File: src/rtl/fifo_sram_stream_adapter.sv
// fifo_sram_stream_adapter: valid/ready stream front-end for the fifoOnSRAM
// sequencer. Drives its active-low start/dataIn handshake, tracks fifoState,
// and returns each result on a valid/ready output stream.
// Optional feature macro: FIFO_ADAPT_PRIME_DROP_EN. When it is defined, the
// first DROP_COUNT completed transactions after reset are discarded.
module fifo_sram_stream_adapter #(
    parameter int unsigned TIMEOUT_CYCLES = 32,
    parameter int unsigned DROP_COUNT     = 12,
    parameter logic [3:0]  ST_SEQ_IDLE    = 4'd0,
    parameter logic [3:0]  ST_SEQ_DONE    = 4'd7
) (
    input  logic        fifoClk,
    input  logic        fifoRst,
    input  logic        s_valid,
    input  logic [15:0] s_data,
    output logic        s_ready,
    output logic        m_valid,
    output logic [15:0] m_data,
    input  logic        m_ready,
    output logic        start,
    output logic [15:0] dataIn,
    input  logic [3:0]  fifoState,
    input  logic [15:0] fifoDataOut,
    output logic [15:0] xferCount,
    output logic        errTimeout
);

    localparam logic [2:0] ST_IDLE      = 3'd0;
    localparam logic [2:0] ST_ISSUE     = 3'd1;
    localparam logic [2:0] ST_WAIT_DONE = 3'd2;
    localparam logic [2:0] ST_RELEASE   = 3'd3;
    localparam logic [2:0] ST_OUTPUT    = 3'd4;

    localparam int unsigned TCNT_W = 8;
    localparam logic [TCNT_W-1:0] TMO_LIMIT = TCNT_W'(TIMEOUT_CYCLES);

    logic [2:0]        state, state_n;
    logic [TCNT_W-1:0] tcnt, tcnt_n;
    logic              start_n;
    logic [15:0]       data_in_n;
    logic              m_valid_n;
    logic [15:0]       m_data_n;
    logic [15:0]       xfer_n;
    logic              err_n;

`ifdef FIFO_ADAPT_PRIME_DROP_EN
    localparam int unsigned DROP_W = (DROP_COUNT < 2) ? 1 : $clog2(DROP_COUNT + 1);
    logic [DROP_W-1:0] drop_cnt, drop_n;
`else
    localparam int unsigned unused_drop_count = DROP_COUNT;
`endif

    // Accept only when idle; decoded from the state register alone.
    assign s_ready = (state == ST_IDLE);

    // Next-state and next-output decode.
    always_comb begin
        state_n   = state;
        tcnt_n    = tcnt;
        start_n   = start;
        data_in_n = dataIn;
        m_valid_n = m_valid;
        m_data_n  = m_data;
        xfer_n    = xferCount;
        err_n     = errTimeout;
`ifdef FIFO_ADAPT_PRIME_DROP_EN
        drop_n    = drop_cnt;
`endif
        case (state)
            ST_IDLE: begin
                if (s_valid) begin
                    data_in_n = s_data;
                    start_n   = 1'b0;
                    tcnt_n    = '0;
                    state_n   = ST_ISSUE;
                end
            end
            ST_ISSUE: begin
                if (fifoState != ST_SEQ_IDLE) begin
                    tcnt_n  = '0;
                    state_n = ST_WAIT_DONE;
                end else if (tcnt == TMO_LIMIT) begin
                    err_n   = 1'b1;
                    start_n = 1'b1;
                    tcnt_n  = '0;
                    state_n = ST_IDLE;
                end else begin
                    tcnt_n = tcnt + TCNT_W'(1);
                end
            end
            ST_WAIT_DONE: begin
                if (fifoState == ST_SEQ_DONE) begin
                    m_data_n = fifoDataOut;
                    start_n  = 1'b1;
                    xfer_n   = xferCount + 16'd1;
                    tcnt_n   = '0;
                    state_n  = ST_RELEASE;
                end else if (tcnt == TMO_LIMIT) begin
                    err_n   = 1'b1;
                    start_n = 1'b1;
                    tcnt_n  = '0;
                    state_n = ST_IDLE;
                end else begin
                    tcnt_n = tcnt + TCNT_W'(1);
                end
            end
            ST_RELEASE: begin
                if (fifoState == ST_SEQ_IDLE) begin
                    tcnt_n = '0;
`ifdef FIFO_ADAPT_PRIME_DROP_EN
                    if (drop_cnt != '0) begin
                        drop_n  = drop_cnt - DROP_W'(1);
                        state_n = ST_IDLE;
                    end else begin
                        m_valid_n = 1'b1;
                        state_n   = ST_OUTPUT;
                    end
`else
                    m_valid_n = 1'b1;
                    state_n   = ST_OUTPUT;
`endif
                end else if (tcnt == TMO_LIMIT) begin
                    err_n   = 1'b1;
                    start_n = 1'b1;
                    tcnt_n  = '0;
                    state_n = ST_IDLE;
                end else begin
                    tcnt_n = tcnt + TCNT_W'(1);
                end
            end
            ST_OUTPUT: begin
                if (m_ready) begin
                    m_valid_n = 1'b0;
                    state_n   = ST_IDLE;
                end
            end
            default: begin
                start_n = 1'b1;
                tcnt_n  = '0;
                state_n = ST_IDLE;
            end
        endcase
    end

    // State and registered outputs; reset forces start high immediately.
    always_ff @(posedge fifoClk or posedge fifoRst) begin
        if (fifoRst) begin
            state      <= ST_IDLE;
            tcnt       <= '0;
            start      <= 1'b1;
            dataIn     <= '0;
            m_valid    <= 1'b0;
            m_data     <= '0;
            xferCount  <= '0;
            errTimeout <= 1'b0;
`ifdef FIFO_ADAPT_PRIME_DROP_EN
            drop_cnt   <= DROP_W'(DROP_COUNT);
`endif
        end else begin
            state      <= state_n;
            tcnt       <= tcnt_n;
            start      <= start_n;
            dataIn     <= data_in_n;
            m_valid    <= m_valid_n;
            m_data     <= m_data_n;
            xferCount  <= xfer_n;
            errTimeout <= err_n;
`ifdef FIFO_ADAPT_PRIME_DROP_EN
            drop_cnt   <= drop_n;
`endif
        end
    end

endmodule
File: config.mk
export PLATFORM = sky130hd
export DESIGN_NAME = fifo_sram_stream_adapter
export DESIGN_NICKNAME = d
export VERILOG_FILES = /design/src/rtl/fifo_sram_stream_adapter.sv
export SDC_FILE = /design/constraint.sdc
export NUM_CORES = 1
export LEC_CHECK = 0
export ABC_CLOCK_PERIOD_IN_PS = 5500
export CAP_MARGIN = 10
export CORE_UTILIZATION = 49
export DETAILED_ROUTE_END_ITERATION = 6
export PLACE_DENSITY = 0.85
export SYNTH_ARGS = -nofsm -noshare
export SYNTH_HDL_FRONTEND = slang
export SYNTH_SLANG_ARGS = --single-unit
File: constraint.sdc
create_clock -name fifoClk -period 5.5 [get_ports fifoClk]
set_input_delay 1.1 -clock fifoClk [delete_from_list [all_inputs] [get_ports fifoClk]]
set_output_delay 1.1 -clock fifoClk [all_outputs]
set_load 0.03 [all_outputs]
# Yosys cells after proc, flatten, opt, wreduce, memory -nomap -nowiden
# Cells that the tools add are included.
dict set report classes {
  n_addsub 2
  n_eq_ne 12
  mux 27
  bitwise_logic 1
  reduce_logical 12
}
# operator n
set ops {}
lappend ops {{$mux 8} 5}
lappend ops {{$pmux 8 s5} 1}
lappend ops {{$mux 3} 6}
lappend ops {{$add 16x1->16 const B} 1}
lappend ops {{$pmux 3 s5} 1}
lappend ops {{$ne 2x2->1 const B} 6}
lappend ops {{$mux 1} 11}
lappend ops {{$add 8x1->8 const B} 1}
lappend ops {{$eq 8x6->1 const B} 1}
lappend ops {{$reduce_and 2->1} 4}
lappend ops {{$reduce_and 4->1} 2}
lappend ops {{$eq 3x2->1 const B} 2}
lappend ops {{$pmux 1 s5} 1}
lappend ops {{$eq 4x3->1 const B} 1}
lappend ops {{$logic_not 4->1} 1}
lappend ops {{$reduce_bool 4->1} 1}
lappend ops {{$eq 3x1->1 const B} 1}
lappend ops {{$eq 3x3->1 const B} 1}
lappend ops {{$logic_not 3->1} 1}
lappend ops {{$pmux 1 s3} 1}
lappend ops {{$reduce_and 3->1} 1}
lappend ops {{$reduce_bool 3->1} 1}
lappend ops {{$pmux 1 s2} 1}
lappend ops {{$reduce_bool 2->1} 1}
lappend ops {{$not 1->1} 1}
dict set report totals {
  ff_bits 62
  input_bits 40
  elab_cells 62
}

# Logic depth before layout (Yosys ltp)
dict set report logic_depth {
  depth_word 4
  ltp_mapped 8
  depth_no_buf 7
}

# Worst setup path before layout
# OpenSTA, ideal clock, no wires.
dict set report synth_timing {
  kind {register -> output}
  startpoint {register state[2]}
  endpoint {output s_ready}
  t_arrival_ps 1187
  required_time_ps 4400
  setup_slack_ps 3213
  stages_incl_launch_ff 3
  cell_sequence {dfrtp_1 -> buf_2 -> nor3_1}
}
dict set report synth_between {
  elab_chain_len 1
}
# item line
set synth_lines {}
lappend synth_lines {{start: declaration} 37} ;# logic [2:0] state, state_n;
lappend synth_lines {{start signal: assignment} 160} ;# state <= state_n;
lappend synth_lines {{$logic_not 3->1} 54} ;# assign s_ready = (state == ST_IDLE);
lappend synth_lines {{end: declaration} 16} ;# output logic s_ready,
# Every way passes these cells.

# Worst setup path after layout
dict set report layout_timing {
  startpoint {register state[0]}
  endpoint {output s_ready}
}
# The elaborated chain is that of the path after synthesis.

==> summary.md <==
| Metric | Value |
|---|---|
| Synth async-reset ratio | `100.0%` |
| Inst Count DP | `~410` |
| Net count after synthesis | `approximately 300` |
| VDD IR max | `approximately 0.00031 V` |
| Clock Latency Late Sink | `between 300 and 400 ps` |
| Final setup vio count | `0` |
| Die Wd | `77.58 um` |
| Pwr/cell area | `roughly 480 nW/um^2` |
| YS warnings | `0` |
| Post-route setup TNS | `0 ps` |
| Top-area cell type share of the netlist area | `a little over half` |
| Count of different cell masters after synthesis | `between 40 and 50` |
| Via count | `~2,200` |
| Fin Clk Skew | `approximately 9.4 ps` |
| First-pass GRT wire length | `~10 mm` |
| RR Startpoint | `state[0]` |
| Hold-critical path depth | `2` |
| Worst relative slew slack | `around 44%` |
| Clock sinks | `62` |
| Gpl congestion | `around 0.8` |
| FF+latch area | `1553 sq um` |
| Maximum clock path buffer count | `2` |
| IO Count | `just over 90` |
| Status | `completed` |
| DPL Wire Length | `4.166 mm` |
| CP Max Fanout | `12` |
| Post-placement cell area | `roughly 3700 sq um` |
| Area Growth Syn to Fin | `39.92%` |
| Layout cells sized above 1 | `between 10% and 20%` |
| Area contributors post-synth | `dfrtp_1 (55%), nand2_1 (9.3%), mux2_2 (6.4%)` |
| Std cell rows | `27` |
| Resized cells post-CTS | `0` |
| Post-route DRC | `0` |
| Minimum clock period | `between 2000 and 3000 ps` |
| Die Ht | `slightly below 80 um` |
| Iteration count of the initial detailed-routing pass | `4` |
| Number of CTS-inserted buffers | `9` |
| Non-filler cells, final | `429` |
| CTS tree | `built` |
| Clock transition at path regs | `roughly 70 ps` |
| Crit path DAT | `roughly 1900 ps` |
| Gr ovfl total | `0` |
| Mapped Cells | `259` |
| Area occupied by multi-input gates | `1165 sq um` |
| Overall Power | `between 1.5 and 2 mW` |
| Final Util | `between 70% and 80%` |
| WS Path Type | `flip-flop to primary output` |
| Final WL | `5.644 mm` |
| Antenna Cells | `0` |
| Seq cells post-synth | `62` |
| Final-report hold violation count | `0` |
| Postcts setup bufs | `0` |
| Htree depth | `3` |
| Die ar. | `approximately 6000 sq um` |
| Worst-margin pin slew | `834.7 ps` |
| Final instance area | `just under 4000 sq um` |
| Pin count of the biggest net entering global routing | `63` |
| Worst hold-check path type | `flip-flop to flip-flop` |
| Initial antenna violation count | `0` |
| Slew Limit Fails | `0` |
| Hold endpoint | `m_data[4]` |
| Prevailing post-synth register cell | `dfrtp_1` |
| Mean Syn Cell Area | `10.81 sq um` |
| Synthesized cell area | `2799 sq um` |
| Hold buffer count at cts | `0` |
| Vias per std cell | `between 5 and 6` |
| Fin nets | `slightly below 400` |
| IO buf count | `91` |
| Register-to-register setup slack | `~3500 ps` |
| Worst Reg-to-Reg Cells | `4` |
| R2r endpoint | `errTimeout` |
| Post-synthesis sequential area ratio | `55.48%` |
| Placeable Area | `5507 sq um` |
| Max Cap Viol | `0` |
| Tot GR Track Use | `21.11%` |
| RSZ-0062 raised after global routing | `no` |
| Endpoint type of the worst setup path | `primary output` |
| Starting Density | `50.83%` |
| Initial DRC Count | `90` |
| Post-DRT Antenna Nets | `0` |
| Routed wire per std cell | `about 13 um` |
| HP Start | `m_data[4]` |
| Root Buffer Master | `clkbuf_8` |
| CP required | `roughly 4400 ps` |
| Leak pwr | `1.779 nW` |
| EDFF count, synth | `0` |
| Vias in the first global route | `2,177` |
| Filler cells | `roughly 400` |
| Type of origin of the critical path | `flip-flop` |
| Peak Freq | `around 0.34 GHz` |
| Top cell type by total area after synthesis | `dfrtp_1` |
| Period Utilization, post-route | `a little over half` |
## worst max-delay path, stage by stage, from the launching register on
cell and delay [ps]:
dfrtp_1 500, nor3_1 290, clkdlybuf4s50_1 730
## worst max path at each step
| stage | from | endpoint | slack (ps) |
|---|---|---|---|
| after floorplan | fifoRst | dataIn[0] | 2860 |
| after global placement | fifoState[0] | errTimeout | 2470 |
| after detailed placement | fifoState[0] | errTimeout | 2400 |
| after CTS | state[0] | s_ready | 2530 |
| after global routing | state[0] | s_ready | 2440 |
| final | state[0] | s_ready | 2550 |
## cell usage after synthesis (all sizes together), types with 2 or more instances
cell type	number
nand2	69
dfrtp	61
mux2	16
xnor2	11
buf	10
nor3	10
nand3	9
nor2	9
o21ai	8
and3	6
inv	6
a21oi	4
xor2	4
a211o	3
a21o	3
ha	3
nand4	3
a31o	2
and4bb	2
nand2b	2
nor2b	2
nor4b	2
## final cells by class
type / count / share of cell area (%)
timing repair buffer: 92 / 23.45
inverter: 6 / 0.5751
multi-input combinational: 181 / 29.74
sequential: 62 / 39.65
clock buffer: 12 / 3.706
tap: 72 / 2.300
clock inverter: 4 / 0.5751
## sequential cells by signal, summed over array words and instances, names as in the netlist
name        flops
dataIn         16
m_data         16
xferCount      16
tcnt            8
state           3
errTimeout      1
m_valid         1
start           1
## cell usage in the layout (no fill, tap or decap), drive strengths merged, types with 2 or more instances in the layout
| cell type | instances |
|---|---|
| nor4b | 2 |
| a211o | 3 |
| inv | 6 |
| a21o | 3 |
| nand2b | 2 |
| and4bb | 2 |
| nand3 | 9 |
| ha | 3 |
| nand2 | 69 |
| clkbuf | 12 |
| a21oi | 4 |
| nor3 | 10 |
| clkdlybuf4s50 | 91 |
| xnor2 | 11 |
| nor2b | 2 |
| nor2 | 9 |
| nand4 | 3 |
| clkinv | 3 |
| dfrtp | 61 |
| mux2 | 16 |
| xor2 | 4 |
| and3 | 6 |
| a31o | 2 |
| o21ai | 8 |
## layer usage
metal  vias to the layer above  share of wire [%]  routed length (um)  global-route usage (%)
met5                         -                  0                   0                       0
li1                       1068                  -                   -                       -
met4                         0                1.1                  62                   6.226
met1                      1059                 47                2673                   29.15
met2                        67                 45                2552                   31.95
met3                         7                6.3                 356                   6.588
## power by group
| group | internal (mW) | switching, mW | leakage, nW | total [mW] |
|---|---|---|---|---|
| clock network | 0.174 | 0.162 | 0.0861 | 0.336 |
| logic | 0.381 | 0.469 | 0.899 | 0.850 |
| registers | 0.605 | 0.103 | 0.794 | 0.709 |
## logic make-up after synthesis
family	Yosys count	synth area share [%]
AO/OA/AOI/OAI	26	6.572
multiplexers	17	6.795
XOR/XNOR	15	4.694
buffers and inverters	16	2.905
flip-flops	62	55.48
adder cells (fa/ha/maj)	3	1.341
AND/OR/NAND/NOR	120	22.22
## stage by stage
stage / setup WS, ps / hold slack, ps
after floorplan: 2860 / 488.1
after global routing: 2442 / 507.7
after global placement: 2469 / 456.4
after CTS: 2533 / 485.3
after detailed placement: 2401 / 469.0
final: 2551 / 482.0
No activity file was read; power rests on OpenSTA's default activity.
